--- src/rtl/csr_pkg.sv ---
// Shared definitions for the CSR register file and its access unit:
// CSR address map, Zicsr funct3 encodings, access-unit state enum,
// the latched request payload, and an address range helper.
package csr_pkg;

  localparam int unsigned XLEN      = 32;
  localparam int unsigned ADDR_W    = 12;
  localparam int unsigned FUNCT3_W  = 3;
  localparam int unsigned RS1_IDX_W = 5;

  // Machine information (read-only)
  localparam logic [ADDR_W-1:0] ADDRESS_MVENDORID  = 12'hF11;
  localparam logic [ADDR_W-1:0] ADDRESS_MARCHID    = 12'hF12;
  localparam logic [ADDR_W-1:0] ADDRESS_MIMPID     = 12'hF13;
  localparam logic [ADDR_W-1:0] ADDRESS_MHARTID    = 12'hF14;
  localparam logic [ADDR_W-1:0] ADDRESS_MCONFIGPTR = 12'hF15;

  // Machine trap setup / handling
  localparam logic [ADDR_W-1:0] ADDRESS_MSTATUS    = 12'h300;
  localparam logic [ADDR_W-1:0] ADDRESS_MISA       = 12'h301;
  localparam logic [ADDR_W-1:0] ADDRESS_MIE        = 12'h304;
  localparam logic [ADDR_W-1:0] ADDRESS_MTVEC      = 12'h305;
  localparam logic [ADDR_W-1:0] ADDRESS_MENVCFG    = 12'h30A;
  localparam logic [ADDR_W-1:0] ADDRESS_MSTATUSH   = 12'h310;
  localparam logic [ADDR_W-1:0] ADDRESS_MENVCFGH   = 12'h31A;
  localparam logic [ADDR_W-1:0] ADDRESS_MSCRATCH   = 12'h340;
  localparam logic [ADDR_W-1:0] ADDRESS_MEPC       = 12'h341;
  localparam logic [ADDR_W-1:0] ADDRESS_MCAUSE     = 12'h342;
  localparam logic [ADDR_W-1:0] ADDRESS_MTVAL      = 12'h343;
  localparam logic [ADDR_W-1:0] ADDRESS_MIP        = 12'h344;

  // Counters and hardware performance monitors
  localparam logic [ADDR_W-1:0] ADDRESS_MCYCLE         = 12'hB00;
  localparam logic [ADDR_W-1:0] ADDRESS_MINSTRET       = 12'hB02;
  localparam logic [ADDR_W-1:0] ADDRESS_MHPMCOUNTER3   = 12'hB03;
  localparam logic [ADDR_W-1:0] ADDRESS_MHPMCOUNTER31  = 12'hB1F;
  localparam logic [ADDR_W-1:0] ADDRESS_MCYCLEH        = 12'hB80;
  localparam logic [ADDR_W-1:0] ADDRESS_MINSTRETH      = 12'hB82;
  localparam logic [ADDR_W-1:0] ADDRESS_MHPMCOUNTER3H  = 12'hB83;
  localparam logic [ADDR_W-1:0] ADDRESS_MHPMCOUNTER31H = 12'hB9F;
  localparam logic [ADDR_W-1:0] ADDRESS_MHPMEVENT3     = 12'h323;
  localparam logic [ADDR_W-1:0] ADDRESS_MHPMEVENT31    = 12'h33F;

  // Zicsr funct3 encodings (000 and 100 are not CSR instructions)
  localparam logic [FUNCT3_W-1:0] FUNCT3_CSRRW  = 3'b001;
  localparam logic [FUNCT3_W-1:0] FUNCT3_CSRRS  = 3'b010;
  localparam logic [FUNCT3_W-1:0] FUNCT3_CSRRC  = 3'b011;
  localparam logic [FUNCT3_W-1:0] FUNCT3_CSRRWI = 3'b101;
  localparam logic [FUNCT3_W-1:0] FUNCT3_CSRRSI = 3'b110;
  localparam logic [FUNCT3_W-1:0] FUNCT3_CSRRCI = 3'b111;

  typedef enum logic [1:0] {
    STATE_IDLE  = 2'd0,
    STATE_READ  = 2'd1,
    STATE_WRITE = 2'd2,
    STATE_RESP  = 2'd3
  } state_e;

  // Request fields held for the duration of one access
  typedef struct packed {
    logic [FUNCT3_W-1:0]  funct3;
    logic [XLEN-1:0]      rs1_value;
    logic [RS1_IDX_W-1:0] rs1_field;
  } csr_req_t;

  function automatic logic address_in_range(input logic [ADDR_W-1:0] address,
                                            input logic [ADDR_W-1:0] low,
                                            input logic [ADDR_W-1:0] high);
    return (address >= low) && (address <= high);
  endfunction

endpackage

--- src/rtl/csr_address_decode.sv ---
// Combinational CSR address decoder shared by the register file and the
// access unit.
//   address_i   : CSR address
//   legal_o     : address is implemented
//   read_only_o : address lies in the read-only quadrant (address[11:10]=11)
module csr_address_decode
  import csr_pkg::*;
#(
  parameter int unsigned HAS_COUNTERS = 1
) (
  input  logic [ADDR_W-1:0] address_i,
  output logic              legal_o,
  output logic              read_only_o
);

  // Individually named CSRs first, then the HPM counter/event ranges
  always_comb begin
    legal_o = 1'b0;
    case (address_i)
      ADDRESS_MVENDORID, ADDRESS_MARCHID, ADDRESS_MIMPID, ADDRESS_MHARTID,
      ADDRESS_MCONFIGPTR, ADDRESS_MSTATUS, ADDRESS_MISA, ADDRESS_MIE,
      ADDRESS_MTVEC, ADDRESS_MENVCFG, ADDRESS_MSTATUSH, ADDRESS_MENVCFGH,
      ADDRESS_MSCRATCH, ADDRESS_MEPC, ADDRESS_MCAUSE, ADDRESS_MTVAL,
      ADDRESS_MIP: legal_o = 1'b1;
      ADDRESS_MCYCLE, ADDRESS_MINSTRET, ADDRESS_MCYCLEH,
      ADDRESS_MINSTRETH: legal_o = (HAS_COUNTERS != 0);
      default: legal_o =
          address_in_range(address_i, ADDRESS_MHPMCOUNTER3, ADDRESS_MHPMCOUNTER31)   ||
          address_in_range(address_i, ADDRESS_MHPMCOUNTER3H, ADDRESS_MHPMCOUNTER31H) ||
          address_in_range(address_i, ADDRESS_MHPMEVENT3, ADDRESS_MHPMEVENT31);
    endcase
  end

  assign read_only_o = (address_i[ADDR_W-1 -: 2] == 2'b11);

endmodule

--- src/rtl/csr_access_unit.sv ---
// Initiator side of the CSR access port. Runs each Zicsr instruction as a
// read / modify / write sequence against the csr register file, applies
// write suppression and illegal-access detection, and returns the old value.
//   clock, reset_n         : clock, asynchronous active-low reset
//   req_*                  : request from execute (valid/ready handshake)
//   flush                  : abort an access that has not yet written
//   csr_address            : address into csr (valid READ through RESP)
//   csr_read_value         : combinational read data from csr
//   csr_write_value/enable : one-cycle registered write strobe into csr
//   resp_*                 : old CSR value and illegal flag (valid/ready)
module csr_access_unit
  import csr_pkg::*;
#(
  parameter int unsigned HAS_COUNTERS = 1
) (
  input  logic                 clock,
  input  logic                 reset_n,
  input  logic                 req_valid,
  output logic                 req_ready,
  input  logic [FUNCT3_W-1:0]  req_funct3,
  input  logic [ADDR_W-1:0]    req_address,
  input  logic [XLEN-1:0]      req_rs1_value,
  input  logic [RS1_IDX_W-1:0] req_rs1_field,
  input  logic                 req_rd_is_zero,
  input  logic                 flush,
  output logic [ADDR_W-1:0]    csr_address,
  input  logic [XLEN-1:0]      csr_read_value,
  output logic [XLEN-1:0]      csr_write_value,
  output logic                 csr_write_enable,
  output logic                 resp_valid,
  input  logic                 resp_ready,
  output logic [XLEN-1:0]      resp_rd_value,
  output logic                 resp_illegal
);

  state_e            state_q, state_d;
  csr_req_t          req_q, req_d;
  logic              req_ready_q, req_ready_d;
  logic [ADDR_W-1:0] csr_address_q, csr_address_d;
  logic [XLEN-1:0]   csr_write_value_q, csr_write_value_d;
  logic              csr_write_enable_q, csr_write_enable_d;
  logic              resp_valid_q, resp_valid_d;
  logic [XLEN-1:0]   resp_rd_value_q, resp_rd_value_d;
  logic              resp_illegal_q, resp_illegal_d;

  logic              addr_legal, addr_read_only;
  logic [XLEN-1:0]   src, new_value;
  logic              do_write, illegal;

  // rd=x0 has no effect here: csr reads are side-effect free
  logic unused_rd_is_zero;
  assign unused_rd_is_zero = req_rd_is_zero;

  csr_address_decode #(
    .HAS_COUNTERS(HAS_COUNTERS)
  ) u_decode (
    .address_i  (csr_address_q),
    .legal_o    (addr_legal),
    .read_only_o(addr_read_only)
  );

  // Operand, modify and legality, evaluated against the latched request
  always_comb begin
    src = req_q.funct3[2] ? XLEN'(req_q.rs1_field) : req_q.rs1_value;
    case (req_q.funct3[1:0])
      2'b01:   new_value = src;
      2'b10:   new_value = csr_read_value | src;
      2'b11:   new_value = csr_read_value & ~src;
      default: new_value = csr_read_value;
    endcase
    // S/C forms with rs1=x0 / zimm=0 are pure reads
    do_write = (req_q.funct3[1:0] == 2'b01) || (req_q.rs1_field != '0);
    illegal  = (req_q.funct3[1:0] == 2'b00) || !addr_legal ||
               (addr_read_only && do_write);
  end

  // Next-state and next-output logic
  always_comb begin
    state_d            = state_q;
    req_d              = req_q;
    req_ready_d        = req_ready_q;
    csr_address_d      = csr_address_q;
    csr_write_value_d  = csr_write_value_q;
    csr_write_enable_d = 1'b0;
    resp_valid_d       = resp_valid_q;
    resp_rd_value_d    = resp_rd_value_q;
    resp_illegal_d     = resp_illegal_q;

    case (state_q)
      STATE_IDLE: begin
        if (req_valid && !flush) begin
          req_d.funct3    = req_funct3;
          req_d.rs1_value = req_rs1_value;
          req_d.rs1_field = req_rs1_field;
          csr_address_d   = req_address;
          req_ready_d     = 1'b0;
          state_d         = STATE_READ;
        end
      end
      STATE_READ: begin
        if (flush) begin
          req_ready_d = 1'b1;
          state_d     = STATE_IDLE;
        end else begin
          resp_rd_value_d = illegal ? '0 : csr_read_value;
          resp_illegal_d  = illegal;
          if (illegal || !do_write) begin
            resp_valid_d = 1'b1;
            state_d      = STATE_RESP;
          end else begin
            csr_write_enable_d = 1'b1;
            csr_write_value_d  = new_value;
            state_d            = STATE_WRITE;
          end
        end
      end
      STATE_WRITE: begin
        // Write is committed; flush no longer applies
        resp_valid_d = 1'b1;
        state_d      = STATE_RESP;
      end
      STATE_RESP: begin
        if (resp_ready) begin
          resp_valid_d = 1'b0;
          req_ready_d  = 1'b1;
          state_d      = STATE_IDLE;
        end
      end
      default: begin
        resp_valid_d = 1'b0;
        req_ready_d  = 1'b1;
        state_d      = STATE_IDLE;
      end
    endcase
  end

  // State and output registers
  always_ff @(posedge clock or negedge reset_n) begin
    if (!reset_n) begin
      state_q            <= STATE_IDLE;
      req_q              <= '0;
      req_ready_q        <= 1'b1;
      csr_address_q      <= '0;
      csr_write_value_q  <= '0;
      csr_write_enable_q <= 1'b0;
      resp_valid_q       <= 1'b0;
      resp_rd_value_q    <= '0;
      resp_illegal_q     <= 1'b0;
    end else begin
      state_q            <= state_d;
      req_q              <= req_d;
      req_ready_q        <= req_ready_d;
      csr_address_q      <= csr_address_d;
      csr_write_value_q  <= csr_write_value_d;
      csr_write_enable_q <= csr_write_enable_d;
      resp_valid_q       <= resp_valid_d;
      resp_rd_value_q    <= resp_rd_value_d;
      resp_illegal_q     <= resp_illegal_d;
    end
  end

  assign req_ready        = req_ready_q;
  assign csr_address      = csr_address_q;
  assign csr_write_value  = csr_write_value_q;
  assign csr_write_enable = csr_write_enable_q;
  assign resp_valid       = resp_valid_q;
  assign resp_rd_value    = resp_rd_value_q;
  assign resp_illegal     = resp_illegal_q;

endmodule

--- config.mk ---
export PLATFORM = sky130hd
export DESIGN_NAME = csr_access_unit
export DESIGN_NICKNAME = d
export VERILOG_FILES = /design/src/rtl/csr_pkg.sv /design/src/rtl/csr_address_decode.sv /design/src/rtl/csr_access_unit.sv
export SDC_FILE = /design/constraint.sdc
export NUM_CORES = 1
export LEC_CHECK = 0
export ABC_CLOCK_PERIOD_IN_PS = 3200
export CAP_MARGIN = 5
export CELL_PAD_IN_SITES_DETAIL_PLACEMENT = 1
export CELL_PAD_IN_SITES_GLOBAL_PLACEMENT = 1
export CORE_ASPECT_RATIO = 0.6
export CORE_MARGIN = 2
export CORE_UTILIZATION = 37
export CTS_BUF_LIST = sky130_fd_sc_hd__clkbuf_16
export CTS_CLUSTER_SIZE = 16
export DETAILED_ROUTE_END_ITERATION = 16
export PLACE_DENSITY_LB_ADDON = 0.15
export SETUP_SLACK_MARGIN = 0.05
export SLEW_MARGIN = 20
export SYNTH_ARGS = -nofsm -noshare
export SYNTH_HDL_FRONTEND = slang
export SYNTH_SLANG_ARGS = --single-unit
export TNS_END_PERCENT = 1
--- constraint.sdc ---
create_clock -name clock -period 3.2 [get_ports clock]
set_input_delay 0.96 -clock clock [delete_from_list [all_inputs] [get_ports clock]]
set_output_delay 0.96 -clock clock [all_outputs]
set_load 0.01 [all_outputs]
After elaboration in Yosys (flattened, before gate mapping)

Index checks and enable logic that the tools add are counted.

Flip-flop bits (word level): 122
Input port bits: 90
Logic and storage cells: 101

$lt $le $gt $ge: 6
Equality and inequality tests: 33
Multiplexer cells: 20
Bitwise logic cells: 5
Reduce and logical (&&, ||, !) cells: 26

Operators by type and width:

| operator             | number |
|---|---|
| $eq 12x10->1 const B | 12 |
| $eq 12x12->1 const B | 9 |
| $pmux 32 s3          | 1 |
| $mux 32              | 2 |
| $and 32x32->32       | 1 |
| $not 32->32          | 1 |
| $or 32x32->32        | 1 |
| $ge 12x12->1 const B | 2 |
| $le 12x12->1 const B | 2 |
| $reduce_or 21->1     | 1 |
| $ge 12x10->1 const B | 1 |
| $le 12x10->1 const B | 1 |
| $mux 1               | 11 |
| $eq 2x2->1 const B   | 5 |
| $ne 2x2->1 const B   | 5 |
| $pmux 2 s4           | 1 |
| $reduce_and 4->1     | 2 |
| $logic_or 1x1->1     | 6 |
| $mux 2               | 3 |
| $pmux 1 s3           | 2 |
| $reduce_and 2->1     | 3 |
| $reduce_bool 3->1    | 2 |
| $logic_and 1x1->1    | 5 |
| $reduce_bool 5->1    | 1 |
| other kinds (5)      | 10 |

Depth between registers and ports, before layout

Word-level depth: 12
Depth in mapped cells: 9
Depth with buffers taken out: 6

Hierarchy

Synthesis repeated with hierarchy kept, for this count alone.

Cells, all modules: 460
Area total of the unflattened synthesis: 5601.6 µm²

Modules (own cells, without submodules):

| module             | times used | cells each | area each (µm²) | sequential area each (µm²) |
|---|---|---|---|---|
| csr_access_unit    | 1          | 427        | 5383.9          | 3054.2 |
| csr_address_decode | 1          | 33         | 217.7           | 0.0 |

Worst setup path after synthesis

No wires, ideal clock.

Path kind: register to register
From: register csr_address_q[11] (netlist: csr_address[11])
To: register csr_write_value_q[10] (netlist: csr_write_value[10])
Library setup time: 125 ps
Arrival time: 2390 ps
Required time: 3075 ps
Slack: 685 ps
Cell stages (with the launch flop): 10
Buffers on the path: 3
Period minus slack after synthesis: 2515 ps
Path through: dfrtp_1 -> buf_6 -> or4b_4 -> a21oi_2 -> o2bb2ai_2 -> a2111oi_4 -> or3_1 -> buf_6 -> buf_6 -> mux2_4

Longest elaborated chain between the ends: 11
Elaborated cells on any way between the ends: 42
Classes of those cells: 6 x order compare; 22 x eq/ne; 1 x mux; 1 x bitwise; 12 x reduce/logical

RTL lines:

| item                                                | line                     | source |
|---|---|---|
| from (decl)                                         | csr_access_unit.sv:39    | `logic [ADDR_W-1:0] csr_address_q, csr_address_d;` |
| from (signal assigned)                              | csr_access_unit.sv:153   | `csr_address_q <= csr_address_d;` |
| $ge 12x12->1 / $le 12x12->1 (equally long branches) | csr_pkg.sv:69            | `return (address >= low) && (address <= high);` |
| $logic_and 1x1->1                                   | csr_pkg.sv:69            |  |
| $logic_or 1x1->1                                    | csr_address_decode.sv:28 | `address_in_range(address_i, ADDRESS_MHPMCOUNTER3, ADDRESS_MHPMCOUNTER31) \|\|` |
| $logic_or 1x1->1                                    | csr_address_decode.sv:29 | `address_in_range(address_i, ADDRESS_MHPMCOUNTER3H, ADDRESS_MHPMCOUNTER31H) \|\|` |
| $mux 1                                              | csr_address_decode.sv:19 | `case (address_i)` |
| $logic_not 1->1                                     | csr_access_unit.sv:73    | `illegal = (req_q.funct3[1:0] == 2'b00) \|\| !addr_legal \|\|` |
| $logic_or 1x1->1                                    | csr_access_unit.sv:73    |  |
| $logic_or 1x1->1 *                                  | csr_access_unit.sv:73    |  |
| $logic_or 1x1->1 *                                  | csr_access_unit.sv:107   | `if (illegal \|\| !do_write) begin` |
| $not 1->1 (no source line) *                        | -                        |  |
| $reduce_and 3->1 (no source line) *                 | -                        |  |
| to (signal assigned)                                | csr_access_unit.sv:154   | `csr_write_value_q <= csr_write_value_d;` |
| to (decl)                                           | csr_access_unit.sv:40    | `logic [XLEN-1:0] csr_write_value_q, csr_write_value_d;` |

Mark *: on every way between the ends. The rest lies on a longest branch, timed or not.
A chain may end at the register's enable or synchronous reset.

Worst setup path after layout

From: register req_q[4] (netlist bit)
To: register csr_write_value_q[6] (netlist: csr_write_value[6])

Longest elaborated chain between the ends: 7
Elaborated cells on any way between the ends: 8
Classes of those cells: 1 x bitwise; 7 x reduce/logical

RTL lines:

| item                                | line                   | source |
|---|---|---|
| from (decl)                         | csr_access_unit.sv:37  | `csr_req_t req_q, req_d;` |
| from (signal assigned)              | csr_access_unit.sv:151 | `req_q <= req_d;` |
| $reduce_bool 5->1 *                 | csr_access_unit.sv:72  | `do_write = (req_q.funct3[1:0] == 2'b01) \|\| (req_q.rs1_field != '0);` |
| $logic_or 1x1->1 *                  | csr_access_unit.sv:72  |  |
| $logic_and 1x1->1                   | csr_access_unit.sv:74  | `(addr_read_only && do_write);` |
| $logic_or 1x1->1                    | csr_access_unit.sv:73  |  |
| $logic_or 1x1->1 *                  | csr_access_unit.sv:107 |  |
| $not 1->1 (no source line) *        | -                      |  |
| $reduce_and 3->1 (no source line) * | -                      |  |

Marks and branches as above.

==> results.md <==
- Core Area: 0.0153 mm2
- R2R cell count: 6
- Number of distinct library cells after synthesis: 40
- Global route hottest layer: met2
- Max incr delay on CP: 0.58 ns
- Filler cells: 1570
- Via Count: 4476
- Cts repair resizes: 0
- Hold buffers post-CTS: 0
- Peak Freq: 371 MHz
- Synth Area in XOR/XNOR: 5.01%
- Die H: 101 um
- Req. time, crit path: 3.48 ns
- Internal cell power: 4.98 mW
- Hold Path Class: flop to flop
- Simple-gate share of the synthesized area: 7.59%
- CP max FO: 33
- FF+latch count, synth: 122
- Sw Pwr: 2.73 mW
- Nets: 733
- Crit-path cells: or4_1 > nor3_1 > nand2b_1 > or3_2 > buf_12 > mux2_2
- Sw Ratio: 35.4%
- Fin. Hold Viols: 0
- Synth Area in Compound Gates: 13.6%
- Static Leak: 3.56 nW
- First-pass GRT wire length: 27.6 mm
- Routed len/inst: 20.4 um
- RD Place Congestion: 0.795
- Main synth FF type: dfrtp_1
- Least-Margin Pin Slew: 0.586 ns
- Setup Skew: 0.0159 ns
- Total Wirelength: 17.5 mm
- Synth-to-layout area growth: 43.3%
- Mux contribution to synthesized area: 17.8%
- Reg-to-reg critical path startpoint: req_q[4]$_DFFE_PN0P_
- Clock slew at reported path FFs: 0.06 ns
- Die Span X: 165 um
- Syn_nets: 563
- Synth top cells by count: dfrtp_1, a21oi_1, mux2_2, a22o_1
- Crit share post-route: 84.3%
- Ys async rst share: 100%
- Post-synth EDFFs: 0
- Post-synth top area share: 52.5%
- Worst rel slew slack: 60.9%
- Min Tclk post-route: 2.70 ns
- Number of port buffers: 168
- Peak VDD IR: 320 uV
- Initial antenna violation count: 0
- Max Cap Viol: 0
- R2R setup slack: 0.50 ns
- Crit start category: flop
- Routed Antenna Nets: 0
- Largest family of logic cells by synthesized area: multiplexers
- Fin Setup TNS: 0 ns
- Global routing met3 resource utilization: 5.88%
- Largest cells by area after synthesis: dfrtp_1, mux2_2, mux2_4
- Total CTS buffers: 17
- End of the worst register-to-register path: csr_write_value[6]$_DFFE_PN0P_
- Remaining routing DRC violations: 0
- Mapped Area: 0.00577 mm2
- CTS Buffer Depth: 2
- Number of diodes: 0
- Worst Setup SP: req_q[4]$_DFFE_PN0P_
- Count leader, synth: dfrtp_1
- Pin count of the biggest net entering global routing: 49
- Starting density of the core: 37.7%
- Fin. max-slew vios: 0
- Critical-path top delay cell: or4_1
- Comb power frac: 41.7%
- Post-CTS setup buffers: 0
- Initial DRC Count: 185
- Worst path arrival time: 2.98 ns
- CTS tree: built
- Syn Area/Cell: 12.2 um2
- DP Worst Slack: 0.298 ns
- Later-pin clock latency in the skew report: 0.40 ns
- Critical Path End Type: flop
- Die area: 0.0166 mm2
- Met2 Use GR: 34.7%
- RSZ-0062 raised after global routing: no
- Run status: complete, no violations
- Share of layout cells above drive strength 1: 20.3%
- # setup viols final: 0
- Total GRT Usage: 22.0%
- Htree depth: 4
- Root Driver: clkbuf_16
- Synth Instances: 473
- Synth warn: 0
- Row cnt: 35
- Global-route met1 utilization: 30.2%
- Cell taking the most area after synthesis: dfrtp_1
- Clock power share: 23.8%
- Sequential share of power: 34.5%
- Area share of fa/ha/maj cells after synthesis: 0%
- Detailed Routing Iterations Pass 1: 4
- Sequential share of the synthesized area: 53.0%
- DR vias/cell: 5.22
- Detailed Place HPWL: 12.2 mm
- Crit Path Category: flop to flop
- Number of global-route vias before repair: 4926
- GRT overflow: 0
- Num Clock Sinks: 122
- CP Capture Point: csr_write_value[6]$_DFFE_PN0P_
- PD cells: 934 mW/mm2
- Io pins: 170
- Fin worst setup slack: 0.503 ns
[worst min path at each step]
stage | from | end | slack [ns] | cells after the start
finish | req_ready$_DFFE_PN1P_ | req_ready$_DFFE_PN1P_ | 0.50 | 2
global route | resp_rd_value[26]$_DFFE_PN0P_ | resp_rd_value[26]$_DFFE_PN0P_ | 0.52 | 1
CTS | req_ready$_DFFE_PN1P_ | req_ready$_DFFE_PN1P_ | 0.50 | 2
detailed placement | req_ready$_DFFE_PN1P_ | req_ready$_DFFE_PN1P_ | 0.47 | 2
global placement | req_ready$_DFFE_PN1P_ | req_ready$_DFFE_PN1P_ | 0.47 | 2
floorplan | req_q[5]$_DFFE_PN0P_ | req_q[5]$_DFFE_PN0P_ | 0.48 | 1
[power groups by stage]
| stage | logic [mW] | clock network [mW] | registers [mW] |
|---|---|---|---|
| after CTS | 3.26 | 1.88 | 2.66 |
| after global placement | 3.09 | 0 | 2.62 |
| after global routing | 3.53 | 1.96 | 2.75 |
| after detailed placement | 3.24 | 0 | 2.68 |
| after floorplan | 1.89 | 0 | 2.62 |
| final | 3.22 | 1.83 | 2.67 |
[registers in the layout, summed over array words and instances (netlist names), named ones only]
signal / cells
state_q: 1
req_ready: 1
resp_rd_value: 32
resp_valid: 1
csr_write_enable: 1
csr_write_value: 32
req_q: 40
resp_illegal: 1
csr_address: 12
[kinds of logic after synthesis]
group | count (synthesis)
AOI/OAI and AO/OA | 119
xor gates and xnor gates | 33
buffers and inverters | 36
DFF | 122
muxes | 84
and+or+nand+nor | 79
[final cells by class]
| type | count | area, um2 | area share (%) |
|---|---|---|---|
| well taps | 203 | 254 | 3.07 |
| clock buffers | 17 | 425 | 5.15 |
| clock inverters | 14 | 135 | 1.63 |
| inverters | 5 | 18.8 | 0.227 |
| flip-flops and latches | 122 | 3060 | 37.0 |
| repair buffers | 182 | 1820 | 22.0 |
| multi-input cells | 315 | 2550 | 30.9 |
[per-layer routing]
metal  vias to the layer above  routed length [um]
met2                       119                7950
li1                       2027                   -
met5                         -                   0
met1                      2316                8440
met3                        14                 950
met4                         0                 159
[critical path, delay by kind of cell, from the launching register on]
kind / cells / cell delay, ns
multiplexers: 1 / 0.37
AND/OR/NAND/NOR: 4 / 1.53
flip-flops: 1 / 0.40
buffers and inverters: 1 / 0.27
[per-stage QoR]
| stage | hold WS (ns) | area [um2] | util, % | total power, mW | instances |
|---|---|---|---|---|---|
| 2_1_floorplan | 0.480 | 5770 | - | 4.51 | 473 |
| 3_3_place_gp | 0.472 | 7700 | 50.4 | 5.72 | 827 |
| 3_5_place_dp | 0.472 | 7700 | 50.4 | 5.91 | 827 |
| 4_1_cts | 0.500 | 8270 | 54.1 | 7.81 | 858 |
| 5_1_grt | 0.519 | 8270 | 54.1 | 8.24 | 858 |
| 6_report | 0.497 | 8270 | 54.1 | 7.72 | 858 |
[cell usage in the layout, fill, tap and decap left out, types with 8 or more instances in the layout]
master / n
a21oi_1: 59
a22o_1: 32
buf_4: 12
clkbuf_16: 17
clkdlybuf4s50_1: 167
dfrtp_1: 120
inv_1: 8
mux2_2: 54
mux2_4: 24
nand2_1: 15
nor2_1: 11
nor2b_1: 28
o21ai_0: 14
xnor2_1: 28
Power figures use the tool's default switching activity.
